<file path="src/rtl/shift_seq_unit.sv">
// Multi-cycle SLL/SRA sequencer: shifts a captured operand by up to STEP bits per
// cycle under a start/busy/done handshake and holds the registered result.
//
//  state | meaning
//  ------+-------------------------------------------------------------
//  IDLE  | waiting for start; operand/shamt/op captured on the start edge
//  SHIFT | shifting acc by min(remaining, STEP) each cycle
//  DONE  | result valid; done pulses for this single cycle
module shift_seq_unit #(
    parameter int WIDTH = 32,
    parameter int STEP  = 1
) (
    input  logic             clock,
    input  logic             reset,
    input  logic             start,
    input  logic             op,
    input  logic [WIDTH-1:0] operand,
    input  logic [4:0]       shamt,
    output logic             busy,
    output logic             done,
    output logic [WIDTH-1:0] result
);

    typedef enum logic [1:0] {
        IDLE  = 2'd0,
        SHIFT = 2'd1,
        DONE  = 2'd2
    } state_t;

    localparam logic [5:0] STEP_K = 6'(STEP);

    state_t                   state_q, state_d;
    logic [WIDTH-1:0]         acc_q, acc_d;
    logic [5:0]               rem_q, rem_d;
    logic                     op_q, op_d;
    logic [WIDTH-1:0]         result_d;
    logic                     busy_d, done_d;
    logic [5:0]               k;
    logic signed [WIDTH-1:0]  sra_v;
    logic [WIDTH-1:0]         shifted;

    // The arithmetic shift sits in its own signed net: inside a ternary with an
    // unsigned arm it would silently degrade to a logical shift.
    assign k       = (rem_q > STEP_K) ? STEP_K : rem_q;
    assign sra_v   = $signed(acc_q) >>> k;
    assign shifted = op_q ? $unsigned(sra_v) : (acc_q << k);

    always_ff @(posedge clock or negedge reset) begin
        if (!reset) begin
            state_q <= IDLE;
            acc_q   <= '0;
            rem_q   <= '0;
            op_q    <= 1'b0;
            result  <= '0;
            busy    <= 1'b0;
            done    <= 1'b0;
        end else begin
            state_q <= state_d;
            acc_q   <= acc_d;
            rem_q   <= rem_d;
            op_q    <= op_d;
            result  <= result_d;
            busy    <= busy_d;
            done    <= done_d;
        end
    end

    always_comb begin
        state_d  = state_q;
        acc_d    = acc_q;
        rem_d    = rem_q;
        op_d     = op_q;
        result_d = result;

        case (state_q)
            IDLE: begin
                if (start) begin
                    acc_d = operand;
                    rem_d = {1'b0, shamt};
                    op_d  = op;
                    if (shamt == 5'd0) begin
                        result_d = operand;
                        state_d  = DONE;
                    end else begin
                        state_d  = SHIFT;
                    end
                end
            end
            SHIFT: begin
                acc_d = shifted;
                rem_d = rem_q - k;
                if (rem_q == k) begin
                    result_d = shifted;
                    state_d  = DONE;
                end
            end
            DONE: begin
                state_d = IDLE;
            end
            default: begin
                state_d = IDLE;
            end
        endcase

        // Flags are registered from the next state so they align with state_q.
        busy_d = (state_d != IDLE);
        done_d = (state_d == DONE);
    end

endmodule
</file>
<file path="config.mk">
export PLATFORM = sky130hd
export DESIGN_NAME = shift_seq_unit
export DESIGN_NICKNAME = d
export VERILOG_FILES = /design/src/rtl/shift_seq_unit.sv
export SDC_FILE = /design/constraint.sdc
export NUM_CORES = 1
export LEC_CHECK = 0
export CAP_MARGIN = 20
export CELL_PAD_IN_SITES_DETAIL_PLACEMENT = 0
export CELL_PAD_IN_SITES_GLOBAL_PLACEMENT = 1
export CORE_MARGIN = 1.5
export CORE_UTILIZATION = 40
export CTS_CLUSTER_DIAMETER = 200
export CTS_CLUSTER_SIZE = 30
export DETAILED_ROUTE_END_ITERATION = 7
export PLACE_DENSITY_LB_ADDON = 0.08
export SLEW_MARGIN = 20
export SYNTH_ARGS = -nofsm -noshare
export SYNTH_HDL_FRONTEND = slang
export SYNTH_SLANG_ARGS = --single-unit
export TNS_END_PERCENT = 20
</file>
<file path="constraint.sdc">
create_clock -name clock -period 3 [get_ports clock]
set_clock_uncertainty 0.05 [all_clocks]
set_input_delay 0.3 -clock clock [delete_from_list [all_inputs] [get_ports clock]]
set_output_delay 0.3 -clock clock [all_outputs]
set_load 0.03 [all_outputs]
</file>
==> run_results.csv <==
group,metric,value,unit
clocking,clkLatencyLatePin,0.35,ns
die,coreArea,9860,sq um
logic_synthesis,ys.flop_type,"dfrtp_1",
logic_synthesis,synthArstFlopShare,1.00,
grt,grt_max_degree,76,
detailed_routing,routed_wl,11200,um
grt,gr-usage-all-layers,0.213,
detailed_routing,wl_per_cell,18.0,um
die,die_h,104,um
run,maxCapViolCount,0,
grt,grt_pass1_wl,18900,um
power,irDropWorstVdd,503,uV
clocking,h-tree-depth,3,
logic_synthesis,synth-seq-cells,75,
clocking,cts.repair.resized,0,
power,p_seq_frac,0.301,
critical_path,cp_common_cell,"buf_4",
logic_synthesis,synthMostInstantiatedCell,"dfrtp_1",
detailed_routing,first_pass_iters,4,
logic_synthesis,synth_cells,428,
critical_path,critPathCaptureType,"flop",
place,dp_slack,0.535,ns
logic_synthesis,syn_area_per_cell,9.62,sq um
sta,period_minus_slack,2.47,ns
layout,syn_to_final_growth,26.1,%
critical_path,crit_chain,"nor4_4 -> a21oi_1 -> inv_1 -> ha_1 -> nand3_2 -> buf_4 -> a21oi_2 -> buf_4 -> mux2_2",
detailed_routing,drtIter0Drc,136,
logic_synthesis,ys_top_cells_by_area,"dfrtp_1, mux2i_1, nand2_1, o32a_1, a21oi_1",
clocking,root_buffer,"clkbuf_8",
grt,grt_pass1_vias,3732,
clocking,path_clk_slew,0.09,ns
sta,fmax,404,MHz
critical_path,crit_arrival,2.66,ns
power,power.density,1280,nW/um^2
place,io_buffers,74,
logic_synthesis,syn_area,4120,sq um
power,pwr-share-comb,0.566,
power,p_int,0.00367,W
logic_synthesis,synth_area_leader_cell,"dfrtp_1",
power,sw_frac_of_total,0.449,
logic_synthesis,synth_edf_count,0,
place,post-dp-hpwl,7200,um
sta,fin_ws,0.526,ns
critical_path,worst_setup_path_start_kind,"flop",
sta,maxSlewHeadroom,0.356,
critical_path,crit_type,"reg2reg",
sta,finalCritPeriodShare,0.825,
sta,tns,0,ns
power,p_switching,0.00299,W
critical_path,slowest_delay,0.47,ns
power,leakage,2.16,nW
sta,finalSetupViolCount,0,
die,std_cell_rows,36,
detailed_routing,ant_nets,0,
logic_synthesis,yosysWarnings,0,
logic_synthesis,yosysTopAreaCellShare,0.456,
power,clkPwrFrac,0.133,
die,die_w,104,um
critical_path,crit_path_top_delay_cell,"dfrtp_1",
sta,tightest_slew,0.965,ns
critical_path,reg2reg_depth,9,
layout,diodes,0,
logic_synthesis,synthesis.nets,471,
detailed_routing,drcViolationCount,0,
clocking,cts_tree,"yes",
die,start_util,0.417,
sta,rsz0062_at_grt,"false",
sta,finalHoldViolCount,0,
critical_path,cp.required,3.18,ns
clocking,ctsHoldBuffers,0,
sta,slew_viol_final,0,
clocking,cts_buffers,9,
grt,antenna_found_initial,0,
logic_synthesis,ys_types,43,
clocking,clockBufferDepth,2,
clocking,postCtsSetupBuffers,0,
layout,fin_util,0.526,
layout,final_nets,528,
die,die-area,10900,sq um
clocking,cts_num_sinks,75,
grt,grt_overflow,0,
worst_hold_path,hold_class,"in2async",
critical_path,crit_fanout,15,
run_status,status,"finished clean",
detailed_routing,vias_per_cell,5.71,
layout,drive_gt1_frac,0.0898,
place,globalplace.congestion,0.829,
logic_synthesis,synth_commonest_cells,"dfrtp_1, nand2_1, a21oi_1",
die,io_pins,75,
detailed_routing,num_vias,3559,
logic_synthesis,ys_seq_area_frac,0.456,
==> critical path: cells and delay by family (launching register included) <==
kind	cells	cell delay, ns
fa+ha+maj	1	0.15
mux	1	0.35
compound gates	2	0.31
simple gates	2	0.51
buf+inv	3	0.54
flops	1	0.47
==> through the flow <==
step / power [W] / cell area, sq um / std cells / hold slack, ns
2_1_floorplan: 0.00465 / 4120 / 428 / -0.0456
3_3_place_gp: 0.00574 / 4960 / 607 / 0.431
3_5_place_dp: 0.00578 / 4960 / 607 / 0.437
4_1_cts: 0.00669 / 5190 / 623 / 0.0837
5_1_grt: 0.00716 / 5190 / 623 / 0.144
6_report: 0.00666 / 5190 / 623 / 0.0207
==> cells in the final DEF, fill, tap and decap left out, drive strengths merged, types with 4 or more instances in the layout <==
cell | synthesis | routed
dfrtp | 75 | 75
clkdlybuf4s50 | 0 | 73
nand2 | 58 | 58
a21oi | 35 | 35
mux2i | 30 | 30
nor2 | 23 | 23
a211oi | 19 | 19
o22a | 19 | 19
nor3 | 19 | 19
o32a | 18 | 18
o21ai | 17 | 17
buf | 14 | 16
o211ai | 13 | 13
a221oi | 12 | 12
a2bb2oi | 12 | 12
clkbuf | 29 | 10
inv | 4 | 4
==> routing by layer <==
layer  vias to the layer above  GRT usage  part of all wire  wire (um)
met3                        11     0.0276             0.041        458
met2                        82      0.355              0.47       5290
met4                         0     0.0625             0.011        119
met5                         -          0                 0          0
li1                       1718          -                 -          -
met1                      1748      0.290              0.48       5340
==> cell families (layout without fill, tap and decap cells) <==
family                   after synthesis  count (layout)  share of synthesized area
flip-flops                            75              75                      0.456
AND/OR/NAND/NOR                      116             116                      0.131
adder cells (fa/ha/maj)                2               2                    0.00608
multiplexers                          33              33                     0.0812
buffers and inverters                 48             110                     0.0523
AO/OA/AOI/OAI                        154             154                      0.274
==> layout make-up <==
class                   count  area, sq um
fillers                   912         4670
multi-input cells         305         2030
flip-flops and latches     75         1880
repair buffers             89          876
well taps                 133          166
clock buffers              10          138
clock inverters             6         88.8
inverters                   5         18.8
==> flip-flops by register name, indices dropped and copies added (netlist names) <==
signal and flops:
acc_q 32, op_q 1, state_q 2, rem_q 6
done 1, result 32, busy 1
==> path summary, 6_finish.rpt <==
check / to / slack, ns / start
min in group clock: result[21] / 0.45 / result[21]
worst max-delay path: result[31] / 0.53 / rem_q[3]
worst min register to register: result[21] / 0.45 / result[21]
worst max register to register: result[31] / 0.53 / rem_q[3]
max in group asynchronous: rem_q[2] / 2.21 / reset
worst min-delay path: result[22] / 0.02 / reset
==> power groups by stage <==
stage	Sequential [W]	Clock, W	Combinational [W]
6_report	0.00201	0.000885	0.00377
5_1_grt	0.00208	0.000942	0.00413
4_1_cts	0.00200	0.000903	0.00379
3_5_place_dp	0.00202	0	0.00376
3_3_place_gp	0.00202	0	0.00373
2_1_floorplan	0.00223	0	0.00243
Power figures use the tool's default switching activity.
